===== src/rtl/pid_seq_pkg.sv =====
// Shared types and constants for the PID sample-cycle sequencer.
package pid_seq_pkg;
    typedef enum logic [2:0] {
        SEQ_IDLE,
        SEQ_CAPTURE,
        SEQ_COMPUTE,
        SEQ_SETTLE,
        SEQ_EMIT
    } seq_state_t;

    localparam int SEQ_TIMEOUT_DEFAULT = 255;
    localparam int OVR_CNT_W           = 8;
    localparam int WAIT_CNT_W          = 8;
endpackage


===== src/rtl/pid_seq_timer.sv =====
// Sample-period up-counter; raises tick once per period, held at zero while
// paused or when the period is zero.
module pid_seq_timer #(
    parameter int PERIOD_W = 16
) (
    input  logic                clk,
    input  logic                reset,
    input  logic                hold,
    input  logic [PERIOD_W-1:0] period,
    output logic                tick
);
    logic [PERIOD_W-1:0] cnt_reg;
    logic [PERIOD_W-1:0] cnt_next;
    logic [PERIOD_W-1:0] period_last;
    logic                period_zero;

    assign period_zero = (period == '0);
    assign period_last = period - PERIOD_W'(1);
    // >= rather than == so a shrinking period fires at once instead of wrapping
    assign tick = !hold && !period_zero && (cnt_reg >= period_last);

    always_comb begin
        cnt_next = cnt_reg + PERIOD_W'(1);
        if (hold || period_zero || tick) begin
            cnt_next = '0;
        end
    end

    always_ff @(posedge clk or posedge reset) begin
        if (reset) begin
            cnt_reg <= '0;
        end else begin
            cnt_reg <= cnt_next;
        end
    end
endmodule


===== src/rtl/pid_sample_sequencer.sv =====
// Control-cycle sequencer: PV capture, PID strobe, stimulus emit, with
// transfer timeouts, overrun tracking and between-cycle config gating.
module pid_sample_sequencer
    import pid_seq_pkg::*;
#(
    parameter int PERIOD_W = 16,
    parameter int TIMEOUT  = SEQ_TIMEOUT_DEFAULT
) (
    input  logic                 clk,
    input  logic                 reset,
    input  logic                 hold,
    input  logic [PERIOD_W-1:0]  period,
    input  logic                 in_done,
    input  logic                 out_done,
    input  logic                 cfg_req,
    output logic                 in_start,
    output logic                 pid_stb,
    output logic                 out_start,
    output logic                 cfg_apply,
    output logic                 busy,
    output logic                 overrun,
    output logic                 fault,
    output logic [OVR_CNT_W-1:0] overrun_cnt
);
    localparam logic [WAIT_CNT_W-1:0] WAIT_LAST = WAIT_CNT_W'(TIMEOUT - 1);

    seq_state_t            state_reg, state_next;
    logic [WAIT_CNT_W-1:0] wait_reg, wait_next;
    logic                  in_start_reg, in_start_next;
    logic                  pid_stb_reg, pid_stb_next;
    logic                  out_start_reg, out_start_next;
    logic                  cfg_apply_reg, cfg_apply_next;
    logic                  busy_reg, busy_next;
    logic                  overrun_reg, overrun_next;
    logic                  fault_reg, fault_next;
    logic [OVR_CNT_W-1:0]  ovr_cnt_reg, ovr_cnt_next;
    logic                  pending_reg, pending_next;
    logic                  tick;

    pid_seq_timer #(.PERIOD_W(PERIOD_W)) u_timer (
        .clk    (clk),
        .reset  (reset),
        .hold   (hold),
        .period (period),
        .tick   (tick)
    );

    always_comb begin
        state_next     = state_reg;
        wait_next      = wait_reg;
        in_start_next  = 1'b0;
        pid_stb_next   = 1'b0;
        out_start_next = 1'b0;
        fault_next     = fault_reg;
        overrun_next   = overrun_reg;
        ovr_cnt_next   = ovr_cnt_reg;

        // config lands only in an idle cycle the tick does not claim
        cfg_apply_next = (state_reg == SEQ_IDLE) && !tick && pending_reg;
        pending_next   = cfg_req || (pending_reg && !cfg_apply_next);

        if (tick && (state_reg != SEQ_IDLE)) begin
            overrun_next = 1'b1;
            if (ovr_cnt_reg != '1) begin
                ovr_cnt_next = ovr_cnt_reg + OVR_CNT_W'(1);
            end
        end

        if (hold) begin
            state_next = SEQ_IDLE;
        end else begin
            case (state_reg)
                SEQ_IDLE: begin
                    if (tick) begin
                        state_next    = SEQ_CAPTURE;
                        wait_next     = '0;
                        in_start_next = 1'b1;
                    end
                end
                SEQ_CAPTURE: begin
                    if (in_done) begin
                        state_next   = SEQ_COMPUTE;
                        pid_stb_next = 1'b1;
                    end else if (wait_reg == WAIT_LAST) begin
                        state_next = SEQ_IDLE;
                        fault_next = 1'b1;
                    end else begin
                        wait_next = wait_reg + WAIT_CNT_W'(1);
                    end
                end
                SEQ_COMPUTE: state_next = SEQ_SETTLE;
                SEQ_SETTLE: begin
                    state_next     = SEQ_EMIT;
                    wait_next      = '0;
                    out_start_next = 1'b1;
                end
                SEQ_EMIT: begin
                    if (out_done) begin
                        state_next = SEQ_IDLE;
                    end else if (wait_reg == WAIT_LAST) begin
                        state_next = SEQ_IDLE;
                        fault_next = 1'b1;
                    end else begin
                        wait_next = wait_reg + WAIT_CNT_W'(1);
                    end
                end
                default: state_next = SEQ_IDLE;
            endcase
        end

        busy_next = (state_next != SEQ_IDLE);
    end

    always_ff @(posedge clk or posedge reset) begin
        if (reset) begin
            state_reg     <= SEQ_IDLE;
            wait_reg      <= '0;
            in_start_reg  <= 1'b0;
            pid_stb_reg   <= 1'b0;
            out_start_reg <= 1'b0;
            cfg_apply_reg <= 1'b0;
            busy_reg      <= 1'b0;
            overrun_reg   <= 1'b0;
            fault_reg     <= 1'b0;
            ovr_cnt_reg   <= '0;
            pending_reg   <= 1'b0;
        end else begin
            state_reg     <= state_next;
            wait_reg      <= wait_next;
            in_start_reg  <= in_start_next;
            pid_stb_reg   <= pid_stb_next;
            out_start_reg <= out_start_next;
            cfg_apply_reg <= cfg_apply_next;
            busy_reg      <= busy_next;
            overrun_reg   <= overrun_next;
            fault_reg     <= fault_next;
            ovr_cnt_reg   <= ovr_cnt_next;
            pending_reg   <= pending_next;
        end
    end

    assign in_start    = in_start_reg;
    assign pid_stb     = pid_stb_reg;
    assign out_start   = out_start_reg;
    assign cfg_apply   = cfg_apply_reg;
    assign busy        = busy_reg;
    assign overrun     = overrun_reg;
    assign fault       = fault_reg;
    assign overrun_cnt = ovr_cnt_reg;
endmodule

===== config.mk =====
export PLATFORM = sky130hd
export DESIGN_NAME = pid_sample_sequencer
export DESIGN_NICKNAME = d
export VERILOG_FILES = /design/src/rtl/pid_seq_pkg.sv /design/src/rtl/pid_seq_timer.sv /design/src/rtl/pid_sample_sequencer.sv
export SDC_FILE = /design/constraint.sdc
export NUM_CORES = 1
export LEC_CHECK = 0
export CAP_MARGIN = 15
export CORE_UTILIZATION = 40
export DETAILED_ROUTE_END_ITERATION = 16
export GPL_TIMING_DRIVEN = 0
export HOLD_SLACK_MARGIN = 0.12
export SLEW_MARGIN = 15
export SYNTH_ARGS = -nofsm -noshare
export SYNTH_HDL_FRONTEND = slang
export SYNTH_SLANG_ARGS = --single-unit
export TNS_END_PERCENT = 100

===== constraint.sdc =====
create_clock -name clk -period 5.1 [get_ports clk]
set_input_delay 1.02 -clock clk [delete_from_list [all_inputs] [get_ports clk]]
set_output_delay 1.02 -clock clk [all_outputs]
set_load 0.1 [all_outputs]

# After elaboration in Yosys (flattened, before gate mapping)
# Cells that the tools add are included.
dict set report op_classes {
  n_bitwise 1
  add_sub_neg 4
  muxes 24
  eq_ne 9
  magnitude_cmp 1
  n_reduce_logical 22
}
# op n
set op_table {}
lappend op_table {{2-to-1 mux 8 bit} 4}
lappend op_table {{case mux 8 bit (4 select lines)} 1}
lappend op_table {{adder 16 x 1 -> 16 bit (second input constant)} 1}
lappend op_table {{adder 8 x 1 -> 8 bit (second input constant)} 2}
lappend op_table {{greater-or-equal comparator 16 bit} 1}
lappend op_table {{logical NOT 16 bit} 1}
lappend op_table {{2-to-1 mux 16 bit} 1}
lappend op_table {{subtractor 16 x 1 -> 16 bit (second input constant)} 1}
lappend op_table {{2-to-1 mux 3 bit} 5}
lappend op_table {{case mux 3 bit (5 select lines)} 1}
lappend op_table {{2-to-1 mux 1 bit} 11}
lappend op_table {{equality test 8 bit (second input constant)} 1}
lappend op_table {{!= test 8 bit (second input constant)} 1}
lappend op_table {{equality test 3 x 2 -> 1 bit (second input constant)} 2}
lappend op_table {{logical AND 1 bit} 6}
lappend op_table {{!= test 2 bit (second input constant)} 3}
lappend op_table {{nonzero test 3 bit} 2}
lappend op_table {{AND reduction 5 bit} 1}
lappend op_table {{logical NOT 1 bit} 4}
lappend op_table {{AND reduction 4 bit} 1}
lappend op_table {{nonzero test 4 bit} 1}
lappend op_table {{equality test 3 x 1 -> 1 bit (second input constant)} 1}
lappend op_table {{equality test 3 bit (second input constant)} 1}
lappend op_table {{logical NOT 3 bit} 1}
lappend op_table {{5 further kinds} 7}
dict set report totals {
  wordCells 73
  inputBits 22
  regBits 43
  out_inout_bits 15
}

# Longest topological paths before layout
# Gate-level depths: netlist (run 1).
dict set report depth {
  ltp_word 10
  mapped_depth 14
  mapped_depth_nobuf 14
}

# Hierarchy
# Synthesis (run 1) repeated with hierarchy kept, for this count alone.
dict set report hier_totals {
  hier_cells 274
  hier_area_um2 2700.1
}
# mod seq_area_each_um2 instances area_each_um2 cells_each
set modules_own_cells {}
lappend modules_own_cells {pid_seq_timer 400.4 1 1392.6 157}
lappend modules_own_cells {pid_sample_sequencer 675.6 1 1307.5 117}

# Worst setup path before layout (run 1)
# No wires, ideal clock.
dict set report synth_timing {
  path_kind {input -> register}
  from {in period[0]}
  to {reg ovr_cnt_reg[1], in the netlist overrun_cnt[1]}
  path_slack_ns 1.055
  path_buffers 1
  required_time_ns 4.973
  setup_ns 0.127
  cell_stages 13
  arrival_ns 3.918
  cell_sequence {nor4_1 -> nand2_1 -> nor3_1 -> nand2_1 -> xor2_1 -> ha_1 -> a21o_1 -> a21o_1 -> a2111o_1 -> o31ai_2 -> buf_6 -> nor2_2 -> mux2_4}
}
dict set report synth_between {
  elab_chain_cells 6
  elab_cells_between_ends 8
  classes_between {add/sub: 1; order compare: 1; reduce/logical: 6}
}
# element line
set synth_rtl {}
lappend synth_rtl {{start, declared} pid_sample_sequencer.sv:12} ;# input logic [PERIOD_W-1:0] period,
lappend synth_rtl {{parallel branches: the longest is 3 deep, another holds subtractor 16 x 1 -> 16 bit} n/a}
lappend synth_rtl {{logical AND 1 bit (*)} pid_seq_timer.sv:20} ;# assign tick = !hold && !period_zero && (cnt_reg >= period_last);
lappend synth_rtl {{logical AND 1 bit (*)} pid_sample_sequencer.sv:62} ;# if (tick && (state_reg != SEQ_IDLE)) begin
lappend synth_rtl {{AND reduction 2 bit (no source line) (*)} n/a}
lappend synth_rtl {{end signal, assigned} pid_sample_sequencer.sv:137} ;# ovr_cnt_reg <= ovr_cnt_next;
lappend synth_rtl {{end, declared} pid_sample_sequencer.sv:36} ;# logic [OVR_CNT_W-1:0] ovr_cnt_reg, ovr_cnt_next;
# Mark *: on every way between the ends.
# A chain may end at the register's enable or synchronous reset.

# Worst setup path in the final report (run 1)
dict set report layout_timing {
  from {in period[0]}
  to {reg wait_reg[1]}
}
dict set report layout_between {
  elab_chain_cells 6
  elab_cells_between_ends 8
  classes_between {add/sub: 1; order compare: 1; eq/ne: 1; reduce/logical: 5}
}
# element line
set layout_rtl {}
lappend layout_rtl {{parallel branches: the longest is 3 deep, another holds subtractor 16 x 1 -> 16 bit} n/a}
lappend layout_rtl {{logical AND 1 bit (*)} pid_seq_timer.sv:20}
lappend layout_rtl {{!= test 2 bit (no source line) (*)} n/a}
lappend layout_rtl {{AND reduction 5 bit (no source line) (*)} n/a}
lappend layout_rtl {{end signal, assigned} pid_sample_sequencer.sv:129} ;# wait_reg <= wait_next;
lappend layout_rtl {{end, declared} pid_sample_sequencer.sv:28} ;# logic [WAIT_CNT_W-1:0] wait_reg, wait_next;
# Marks and branches as above.

==> parameters.txt, run 1 <==
Parameter                              Value

Outcome
  Status ... complete, but fails checks
  Failing checks ... DRC

Critical path
  Critical path type ... primary input to flip-flop
  Data arrival time of the worst path ... around 4800 ps
  Master of the slowest instance on the critical path ... sky130_fd_sc_hd__nor3b_1
  Element type at the critical path start ... primary input
  Series of cell instances along the critical path ... clkdlybuf4s50_1 > inv_1 > ha_1 > nor3b_1 > nand3_1 > nor3_1 > xnor2_1 > ha_1 > nand4_1 > nor3_1 > nor4b_1 > o31ai_2 > buf_6 > a21oi_2 > o22ai_1
  Critical path startpoint ... period[0]
  Longest individual stage delay on the worst path ... between 500 and 600 ps
  RR Startpoint ... u_timer.cnt_reg[13]
  Peak fanout along the critical path ... 10
  Critical path required time ... 5250 ps
  Worst Setup End Kind ... flip-flop

Timing
  Transition time at the pin with the least slew margin ... 970 ps
  Final hold vios ... 0
  Peak clock frequency supported by timing ... around 220 MHz
  Hold WS ... between 400 and 500 ps
  Final-report max-slew violation count ... 0
  Setup TNS ... 0 ps
  Post-route clock period utilization ... between 90% and 100%
  Post-Route Skew ... 11.7 ps
  Relative slew slack ... a little over a third
  Number of setup violations in the final report ... 0
  Post-layout minimum cycle time ... about 4600 ps
  Setup repair after global routing missed its margin ... false

Clocking
  Clock slew seen by the registers of the worst setup and hold paths ... about 90 ps
  Clk Latency, worst-skew pair ... around 300 ps
  CTS tree ... built
  H-Tree Depth ... 2
  Root Buffer Master ... sky130_fd_sc_hd__clkbuf_8
  Clock net sink count ... 43
  Number of buffers inserted for hold repair after clock tree synthesis ... 0
  Number of buffers inserted during clock tree synthesis ... 5
  CTS max path bufs ... 2

Global routing
  Number of antenna violations at the first check in global routing ... 0
  Vias in the first global route ... roughly 2200
  Largest net degree at the start of global routing ... 30
  Wire length of the first global-routing pass ... 9540 um
  Remaining Overflow, GRT ... 0
  Overall global routing resource usage ... 16.6%

Synthesis
  Synthesized area ... roughly 0.0027 mm2
  Synth Net Count ... roughly 340
  Flip-flop and latch count after synthesis ... between 40 and 50
  Syn. warnings ... 0
  Cells after synthesis ... just under 300
  Post-synth top area cell ... sky130_fd_sc_hd__dfrtp_1
  Number of synthesized flops with an enable pin ... 0
  Sequential share of the synthesized area ... 39.8%
  Average instance area after synthesis ... slightly above 9 um2
  Number of distinct library cells after synthesis ... between 40 and 50
  Commonest register cell after synthesis ... sky130_fd_sc_hd__dfrtp_1
  Synth area leaders ... sky130_fd_sc_hd__dfrtp_1 40%, sky130_fd_sc_hd__ha_1 9.7%, sky130_fd_sc_hd__xor2_1 5.5%, sky130_fd_sc_hd__xnor2_1 4.5%, sky130_fd_sc_hd__nor2_1 4.3%
  Proportion of register bits with asynchronous set or reset after synthesis ... between 90% and 100%
  Yosys top cell area share ... ~40%

Place
  GPL Wtd Cong ... around 0.8
  Number of I/O port buffers ... 36
  Sum of net half-perimeters after detailed placement ... slightly above 4000 um

Flow run
  Number of max-capacitance violations reported ... 0

Die
  Initial core utilization ... ~42%
  Die span in x ... about 84 um
  FP Rows ... 29
  Core region area ... 0.00642 mm2
  Height of the chip ... roughly 84 um
  Area of the die ... between 0.007 and 0.008 mm2
  Number of ports placed on the die boundary ... 37

Power
  Pleak ... ~1.5 nW
  Power density relative to cell area ... between 200 and 250 mW/mm2
  Maximum VDD drop ... around 0.00021 V

Cells and area
  Layout-stage area growth over the synthesis result ... 21.2%
  Leading cell type in the layout, fill and taps excluded ... sky130_fd_sc_hd__dfrtp_1
  Commonest non-fill, non-tap cells in the layout ... 43 x sky130_fd_sc_hd__dfrtp_1, 36 x sky130_fd_sc_hd__clkdlybuf4s50_1, 31 x sky130_fd_sc_hd__nor2_1
  N_diodes ... 0
  Flip-flop count of the largest register after layout ... 16
  Layout cell share with drive strength beyond 1 ... around 5.6%
  Final-stage net count ... about 380

Min path
  Hold Crit Class ... flip-flop to flip-flop
  Hold_sp ... pending_reg

Detailed routing
  Wire length per cell ... between 10 and 15 um
  Via-per-instance ratio ... 5.38
  DR vias ... ~2200
  Remaining routing DRC violations ... 5
  Wire length after detailed routing ... 5440 um
  Antenna Violating Nets Remaining ... 0
  Detailed Routing Iterations Pass 1 ... 10
  Starting DRC count in detailed routing ... between 70 and 80
==> logic make-up (layout without fill, tap and decap cells) <==
kind of cell,count (synthesis),after routing,synth area share [%]
AND/OR/NAND/NOR,132,132,24.5
AO/OA/AOI/OAI,44,44,10.8
flip-flops,43,43,39.8
XOR/XNOR,31,31,10.0
adder cells (fa/ha/maj),21,21,9.72
buffers and inverters,21,66,3.19
multiplexers,4,4,1.90
==> synthesized netlist by cell type, types with 4 or more instances <==
| cell | count |
|---|---|
| sky130_fd_sc_hd__and3_1 | 9 |
| sky130_fd_sc_hd__a21oi_1 | 10 |
| sky130_fd_sc_hd__xor2_1 | 17 |
| sky130_fd_sc_hd__o21ai_1 | 6 |
| sky130_fd_sc_hd__nor3_1 | 20 |
| sky130_fd_sc_hd__ha_1 | 21 |
| sky130_fd_sc_hd__nor4_1 | 5 |
| sky130_fd_sc_hd__nor2_1 | 31 |
| sky130_fd_sc_hd__clkbuf_1 | 4 |
| sky130_fd_sc_hd__nand3_1 | 12 |
| sky130_fd_sc_hd__nand4_1 | 4 |
| sky130_fd_sc_hd__nand2_1 | 25 |
| sky130_fd_sc_hd__a31oi_1 | 6 |
| sky130_fd_sc_hd__nand2b_1 | 6 |
| sky130_fd_sc_hd__xnor2_1 | 14 |
| sky130_fd_sc_hd__inv_1 | 16 |
| sky130_fd_sc_hd__dfrtp_1 | 43 |
==> final timing paths <==
| path | to | cells after the start | slack (ps) |
|---|---|---|---|
| worst max register to register | overrun_cnt[1] | 8 | 2500 |
| max in group asynchronous | u_timer.cnt_reg[9] | 3 | 3640 |
| worst min register to register | pending_reg | 1 | 480 |
| worst max-delay path | wait_reg[1] | 15 | 500 |
| min in group asynchronous | pending_reg | 2 | 1000 |
| worst min-delay path | pending_reg | 1 | 480 |
==> metal layers <==
layer | wire [um] | up-vias | share of wire [%] | track usage [%]
met2 | 2520 | 56 | 46 | 28.4
met4 | 54 | 0 | 0.99 | 3.92
met1 | 2600 | 1058 | 48 | 21.7
met3 | 267 | 7 | 4.9 | 3.44
met5 | 0 | - | 0 | 0
li1 | - | 1126 | - | -
==> power by group <==
part | total [mW] | switching, mW | internal (mW)
logic | 0.127 | 0.0727 | 0.0541
registers | 0.401 | 0.0318 | 0.369
clock network | 0.212 | 0.116 | 0.0958
total | 0.739 | 0.220 | 0.519
==> repair_timing <==
action	4_1_cts	5_1_grt
setup buffers	0	0
endpoints found under the setup margin	0	10
hold endpoints to repair	0	0
resized for setup	0	2
==> through the flow <==
step | worst slack, ps | utilization (%) | std cells | power [mW] | cell area [um2]
5_1_grt | 35.6 | 51.0 | 418 | 0.784 | 3280
3_3_place_gp | 81.2 | 49.2 | 409 | 0.529 | 3160
4_1_cts | 354 | 50.8 | 418 | 0.748 | 3260
2_1_floorplan | 1060 | - | 296 | 0.483 | 2700
6_report | 500 | 51.0 | 418 | 0.739 | 3280
3_5_place_dp | 43.4 | 49.5 | 410 | 0.534 | 3180
==> cell type report <==
cell class	count	area, um2
Multi-Input combinational cell	232	1550
Clock inverter	2	12.5
Fill cell	623	3150
Timing Repair Buffer	37	380
Buffer	5	26.3
Tap cell	77	96.3
Inverter	16	60.1
Sequential cell	43	1080
Clock buffer	6	72.6
==> critical path: cells and delay by family <==
| family | cells | cell delay [ps] |
|---|---|---|
| adders and majority gates | 2 | 450 |
| buffers and inverters | 3 | 740 |
| AOI/OAI and AO/OA | 3 | 660 |
| and+or+nand+nor | 6 | 1750 |
| xor gates and xnor gates | 1 | 110 |
(Power assumes the default switching activity.)
==> run 2: changes to the inputs <==
CORE_MARGIN = 4   (was not set)
==> parameters.txt, run 2 (synthesis gave the netlist of run 1 again) <==
Parameter                              Value

Outcome
  Status ... complete, no violations (was complete, but fails checks)

Timing
  Smallest setup slack after layout ... 535 ps (was 500 ps)
  Relative slew slack ... 34.5% (was 35.1%)
  Peak clock frequency supported by timing ... 219 MHz (was 217 MHz)
  Final hold vios ... 0 (unchanged)
  Post-Route Skew ... 5.99 ps (was 11.7 ps)
  Final-report max-slew violation count ... 0 (unchanged)
  Setup repair after global routing missed its margin ... false (unchanged)
  Setup TNS ... 0 ps (unchanged)
  Post-layout minimum cycle time ... 4570 ps (was 4600 ps)
  Post-route clock period utilization ... 89.5% (was 90.2%)
  Number of setup violations in the final report ... 0 (unchanged)
  Transition time at the pin with the least slew margin ... 979 ps (was 970 ps)

Global routing
  GR met3 Demand/Resource ... 3.92% (was 3.44%)
  Wire length of the first global-routing pass ... 9540 um (about the same)
  Number of antenna violations at the first check in global routing ... 0 (unchanged)
  Busiest grt layer ... met2 (unchanged)
  Overall global routing resource usage ... 13.9% (was 16.6%)
  Largest net degree at the start of global routing ... 35 (was 30)
  Remaining Overflow, GRT ... 0 (unchanged)
  GR Util met1 ... 17.9% (was 21.7%)
  Vias in the first global route ... 2135 (was 2181)
  Met2 track demand over resource ... 23.3% (was 28.4%)

Critical path
  Setup crit end ... wait_reg[1] (unchanged)
  Buf/Inv on CP ... 3 (unchanged)
  Master of the slowest instance on the critical path ... sky130_fd_sc_hd__nor3b_1 (unchanged)
  FF-to-FF setup slack ... 2510 ps (was 2500 ps)
  Critical path startpoint ... period[0] (unchanged)
  Worst Setup End Kind ... flip-flop (unchanged)
  Endpoint of the worst register-to-register path ... overrun_cnt[1] (unchanged)
  Count of cells along the worst register-to-register path ... 8 (unchanged)
  Critical path type ... primary input to flip-flop (unchanged)
  Element type at the critical path start ... primary input (unchanged)
  Crit path depth ... 15 (unchanged)
  RR Startpoint ... u_timer.cnt_reg[13] (unchanged)
  Peak fanout along the critical path ... 10 (unchanged)
  CP top delay family ... simple AND/OR/NAND/NOR gates (unchanged)
  Longest individual stage delay on the worst path ... 510 ps (about the same)
  Series of cell instances along the critical path ... clkdlybuf4s50_1 > inv_1 > ha_1 > nor3b_1 > nand3_1 > nor3_1 > xnor2_1 > ha_1 > nand4_1 > nor3_1 > nor4b_1 > o31ai_2 > buf_6 > a21oi_2 > o22ai_1 (unchanged)
  Data arrival time of the worst path ... 4710 ps (was 4750 ps)
  Critical path required time ... 5250 ps (about the same)

Clocking
  CTS max path bufs ... 2 (unchanged)
  Number of buffers inserted to repair setup after CTS ... 0 (unchanged)
  H-Tree Depth ... 2 (unchanged)
  CTS tree ... built (unchanged)
  Root Buffer Master ... sky130_fd_sc_hd__clkbuf_8 (unchanged)
  Clock slew seen by the registers of the worst setup and hold paths ... 80 ps (was 90 ps)
  Clk Latency, worst-skew pair ... 290 ps (was 300 ps)
  Number of buffers inserted during clock tree synthesis ... 5 (unchanged)
  Clock net sink count ... 43 (unchanged)

Power
  Maximum VDD drop ... 0.000193 V (was 0.000208 V)
  Power density relative to cell area ... 236 mW/mm2 (was 226 mW/mm2)
  Pleak ... 1.46 nW (was 1.45 nW)

Detailed routing
  Antenna Violating Nets Remaining ... 0 (unchanged)
  Starting DRC count in detailed routing ... 76 (was 72)
  Wire length after detailed routing ... 5410 um (was 5440 um)
  DR vias ... 2185 (was 2247)
  Remaining routing DRC violations ... 0 (was 5)
  Via-per-instance ratio ... 5.24 (was 5.38)
  Wire length per cell ... 13.0 um (about the same)
  Detailed Routing Iterations Pass 1 ... 4 (was 10)

Cells and area
  N_diodes ... 0 (unchanged)
  Layout cell share with drive strength beyond 1 ... 5.29% (was 5.57%)
  Final-stage net count ... 383 (unchanged)
  Post-route design area ... 0.00329 mm2 (was 0.00328 mm2)
  Area occupied by multi-input gates ... 0.00155 mm2 (unchanged)
  Commonest non-fill, non-tap cells in the layout ... 43 x sky130_fd_sc_hd__dfrtp_1, 36 x sky130_fd_sc_hd__clkdlybuf4s50_1, 31 x sky130_fd_sc_hd__nor2_1 (unchanged)
  Post-layout util ... 51.0% (about the same)
  Count of non-filler cells in the finished layout ... 417 (was 418)
  Leading cell type in the layout, fill and taps excluded ... sky130_fd_sc_hd__dfrtp_1 (unchanged)
  Flip-flop count of the largest register after layout ... 16 (unchanged)
  Layout fillers ... 603 (was 623)
  Layout-stage area growth over the synthesis result ... 21.9% (was 21.2%)
  Area of all sequential standard cells ... 0.00108 mm2 (unchanged)

Place
  Setup slack at placement ... 47.0 ps (was 43.4 ps)
  GPL Wtd Cong ... 0.797 (was 0.792)
  Cell count after placement ... 410 (unchanged)
  Number of I/O port buffers ... 36 (unchanged)
  Total placed instance area ... 0.00318 mm2 (unchanged)
  Sum of net half-perimeters after detailed placement ... 4120 um (was 4110 um)

Die
  Height of the chip ... 90.2 um (was 84.2 um)
  Number of ports placed on the die boundary ... 37 (unchanged)
  Die span in x ... 90.2 um (was 84.2 um)
  Core region area ... 0.00646 mm2 (was 0.00642 mm2)
  FP Rows ... 29 (unchanged)
  Area of the die ... 0.00814 mm2 (was 0.00709 mm2)
  Initial core utilization ... 41.8% (was 42.1%)

Flow run
  Number of max-capacitance violations reported ... 0 (unchanged)

Min path
  Hold Crit Class ... flip-flop to flip-flop (unchanged)
-- run 2: per-stage QoR --
| step | hold slack [ps] | power [mW] |
|---|---|---|
| finish | 475 | 0.778 |
| global route | 497 | 0.831 |
| CTS | 479 | 0.789 |
| detailed placement | 461 | 0.533 |
| global placement | 451 | 0.529 |
| floorplan | 441 | 0.483 |
-- run 2: what timing repair did --
item                                   CTS  global route
endpoints found under the hold margin    0             0
gates resized for setup                  0             2
setup endpoints to repair                0            18
hold buffers                             0             0
-- run 2: layout make-up --
class / count / share of cell area, %
Multi-Input combinational cell: 232 / 47.1
Clock inverter: 1 / 0.912
Sequential cell: 43 / 32.7
Inverter: 16 / 1.82
Buffer: 5 / 0.798
Timing Repair Buffer: 37 / 11.5
Clock buffer: 6 / 2.20
Tap cell: 77 / 2.92
-- run 2: power breakdown --
group	total, mW	internal (mW)	switching [mW]
Combinational	0.125	0.0539	0.0713
Clock	0.252	0.144	0.108
Sequential	0.401	0.369	0.0324
-- run 2: how the worst min path moves through the flow --
stage                start           to  slack [ps]  cells after the start
2_1_floorplan  pending_reg  pending_reg         440                      1
6_report       pending_reg  pending_reg         480                      1
5_1_grt              fault        fault         500                      1
4_1_cts        pending_reg  pending_reg         480                      1
3_5_place_dp   pending_reg  pending_reg         460                      1
3_3_place_gp   pending_reg  pending_reg         450                      1
-- run 2: per-layer routing --
layer,part of all wire [%],routed length [um]
met5,0,0
met4,1.1,62
met3,4.8,262
met2,46,2490
met1,48,2600
==> run 3: changes to the inputs <==
SETUP_SLACK_MARGIN = 0.1   (was not set)
==> parameters.txt, run 3 (synthesis gave the netlist of run 1 again) <==
Parameter                              Value

Flow run
  Number of max-capacitance violations reported ... 0 (unchanged)

Cells and area
  Layout-stage area growth over the synthesis result ... 22.1% (was 21.9%)
  Area of all sequential standard cells ... 0.00108 mm2 (unchanged)
  Leading cell type in the layout, fill and taps excluded ... sky130_fd_sc_hd__dfrtp_1 (unchanged)
  Area occupied by multi-input gates ... 0.00156 mm2 (was 0.00155 mm2)
  N_diodes ... 0 (unchanged)
  Layout fillers ... 601 (was 603)
  Post-route design area ... 0.00330 mm2 (was 0.00329 mm2)
  Layout cell share with drive strength beyond 1 ... 5.59% (was 5.29%)
  Flip-flop count of the largest register after layout ... 16 (unchanged)
  Commonest non-fill, non-tap cells in the layout ... 43 x sky130_fd_sc_hd__dfrtp_1, 36 x sky130_fd_sc_hd__clkdlybuf4s50_1, 31 x sky130_fd_sc_hd__nor2_1 (unchanged)
  Final-stage net count ... 383 (unchanged)

Min path
  Hold Crit Class ... flip-flop to flip-flop (unchanged)
  WHS Path Cells ... 1 (unchanged)

Die
  Number of ports placed on the die boundary ... 37 (unchanged)
  Initial core utilization ... 41.8% (unchanged)
  Area of the die ... 0.00814 mm2 (unchanged)
  FP Rows ... 29 (unchanged)
  Height of the chip ... 90.2 um (unchanged)
  Core region area ... 0.00646 mm2 (unchanged)
  Die span in x ... 90.2 um (unchanged)

Timing
  Post-layout minimum cycle time ... 4550 ps (was 4570 ps)
  Final hold vios ... 0 (unchanged)
  Transition time at the pin with the least slew margin ... 979 ps (about the same)
  Post-Route Skew ... 5.99 ps (about the same)
  Relative slew slack ... 34.5% (about the same)
  Setup repair after global routing missed its margin ... false (unchanged)
  Peak clock frequency supported by timing ... 220 MHz (was 219 MHz)
  Post-route clock period utilization ... 89.2% (was 89.5%)
  Setup TNS ... 0 ps (unchanged)
  Final-report max-slew violation count ... 0 (unchanged)
  Number of setup violations in the final report ... 0 (unchanged)
  Hold WS ... 475 ps (unchanged)
  Smallest setup slack after layout ... 552 ps (was 535 ps)

Critical path
  Worst Setup End Kind ... flip-flop (unchanged)
  Critical path required time ... 5280 ps (was 5250 ps)
  Critical path type ... primary input to flip-flop (unchanged)
  Data arrival time of the worst path ... 4730 ps (was 4710 ps)
  Peak fanout along the critical path ... 10 (unchanged)
  Count of cells along the worst register-to-register path ... 8 (unchanged)
  Element type at the critical path start ... primary input (unchanged)

Clocking
  Number of buffers inserted for hold repair after clock tree synthesis ... 0 (unchanged)
  Clock net sink count ... 43 (unchanged)
  H-Tree Depth ... 2 (unchanged)
  Number of buffers inserted during clock tree synthesis ... 5 (unchanged)
  CTS max path bufs ... 2 (unchanged)
  Clk Latency, worst-skew pair ... 290 ps (about the same)
  CTS tree ... built (unchanged)
  Number of buffers inserted to repair setup after CTS ... 0 (unchanged)
  Root Buffer Master ... sky130_fd_sc_hd__clkbuf_8 (unchanged)
  Clock slew seen by the registers of the worst setup and hold paths ... 80 ps (about the same)

Global routing
  Overall global routing resource usage ... 13.9% (unchanged)
  Number of antenna violations at the first check in global routing ... 0 (unchanged)
  Remaining Overflow, GRT ... 0 (unchanged)
  Vias in the first global route ... 2135 (unchanged)
  Wire length of the first global-routing pass ... 9540 um (unchanged)
  Largest net degree at the start of global routing ... 35 (unchanged)

Place
  GPL Wtd Cong ... 0.797 (unchanged)
  Total placed instance area ... 0.00318 mm2 (unchanged)
  Number of I/O port buffers ... 36 (unchanged)
  Sum of net half-perimeters after detailed placement ... 4120 um (unchanged)
  Setup slack at placement ... 47.0 ps (unchanged)

Detailed routing
  Detailed Routing Iterations Pass 1 ... 4 (unchanged)
  Wire length per cell ... 13.0 um (about the same)
  Via-per-instance ratio ... 5.26 (was 5.24)
  DR vias ... 2193 (was 2185)
  Remaining routing DRC violations ... 0 (unchanged)
  Starting DRC count in detailed routing ... 80 (was 76)
  Wire length after detailed routing ... 5420 um (was 5410 um)
  Antenna Violating Nets Remaining ... 0 (unchanged)

Power
  Pleak ... 1.46 nW (about the same)
  Power density relative to cell area ... 236 mW/mm2 (about the same)
  Maximum VDD drop ... 0.000193 V (about the same)

Outcome
  Status ... complete, no violations (unchanged)
run 3: cell counts in the layout (fill, tap and decap cells not counted):
Identical to the previous run, type by type.
run 3: power breakdown:
part	leakage, nW	internal, mW	total [mW]	switching (mW)
sequential	0.577	0.369	0.401	0.0324
combinational	0.836	0.0540	0.125	0.0714
clock	0.0513	0.144	0.252	0.108
run 3: worst max-delay path, cell delays in order:
cell,delay (ps)
sky130_fd_sc_hd__clkdlybuf4s50_1,490
sky130_fd_sc_hd__nor4_2,420
sky130_fd_sc_hd__nand2_1,150
sky130_fd_sc_hd__nor3_1,310
sky130_fd_sc_hd__nand2_1,120
sky130_fd_sc_hd__xor2_1,160
sky130_fd_sc_hd__ha_1,290
sky130_fd_sc_hd__a21o_1,180
sky130_fd_sc_hd__a21o_1,170
sky130_fd_sc_hd__a2111o_1,450
sky130_fd_sc_hd__o31ai_2,370
sky130_fd_sc_hd__buf_6,210
sky130_fd_sc_hd__nor2_2,60
sky130_fd_sc_hd__mux2_4,320
run 3: path summary, 6_finish.rpt:
path                                      from             end  slack [ps]
setup / recovery                     period[2]  overrun_cnt[1]         550
hold / removal                     pending_reg     pending_reg         480
setup reg to reg           u_timer.cnt_reg[13]  overrun_cnt[1]        2510
hold reg to reg                    pending_reg     pending_reg         480
max in group asynchronous                reset  overrun_cnt[3]        3690
min in group asynchronous                reset     pending_reg         970
run 3: metal layers:
layer	routed length (um)	GRT usage (%)	part of all wire, %	up-vias
met1	2610	17.9	48	1021
met5	0	0	0	-
met2	2490	23.3	46	33
met4	62	3.06	1.1	0
li1	-	-	-	1133
met3	254	3.92	4.7	6
run 3: area by class of cell:
type                    count  share of cell area [%]
clock inverters             1                   0.910
multi-input cells         232                    47.2
well taps                  77                    2.92
repair buffers             37                    11.5
plain buffers               5                   0.796
inverters                  16                    1.82
flip-flops and latches     43                    32.6
clock buffers               6                    2.20
run 3: repair_timing:
action / 4_1_cts / 5_1_grt
resized for setup: 0 / 3
endpoints found under the setup margin: 0 / 21
endpoints found under the hold margin: 0 / 0
run 3: through the flow:
stage	utilization, %	power (mW)	instances
floorplan	-	0.483	296
global placement	48.9	0.529	409
detailed placement	49.2	0.533	410
CTS	50.8	0.789	417
global route	51.1	0.831	417
finish	51.1	0.778	417
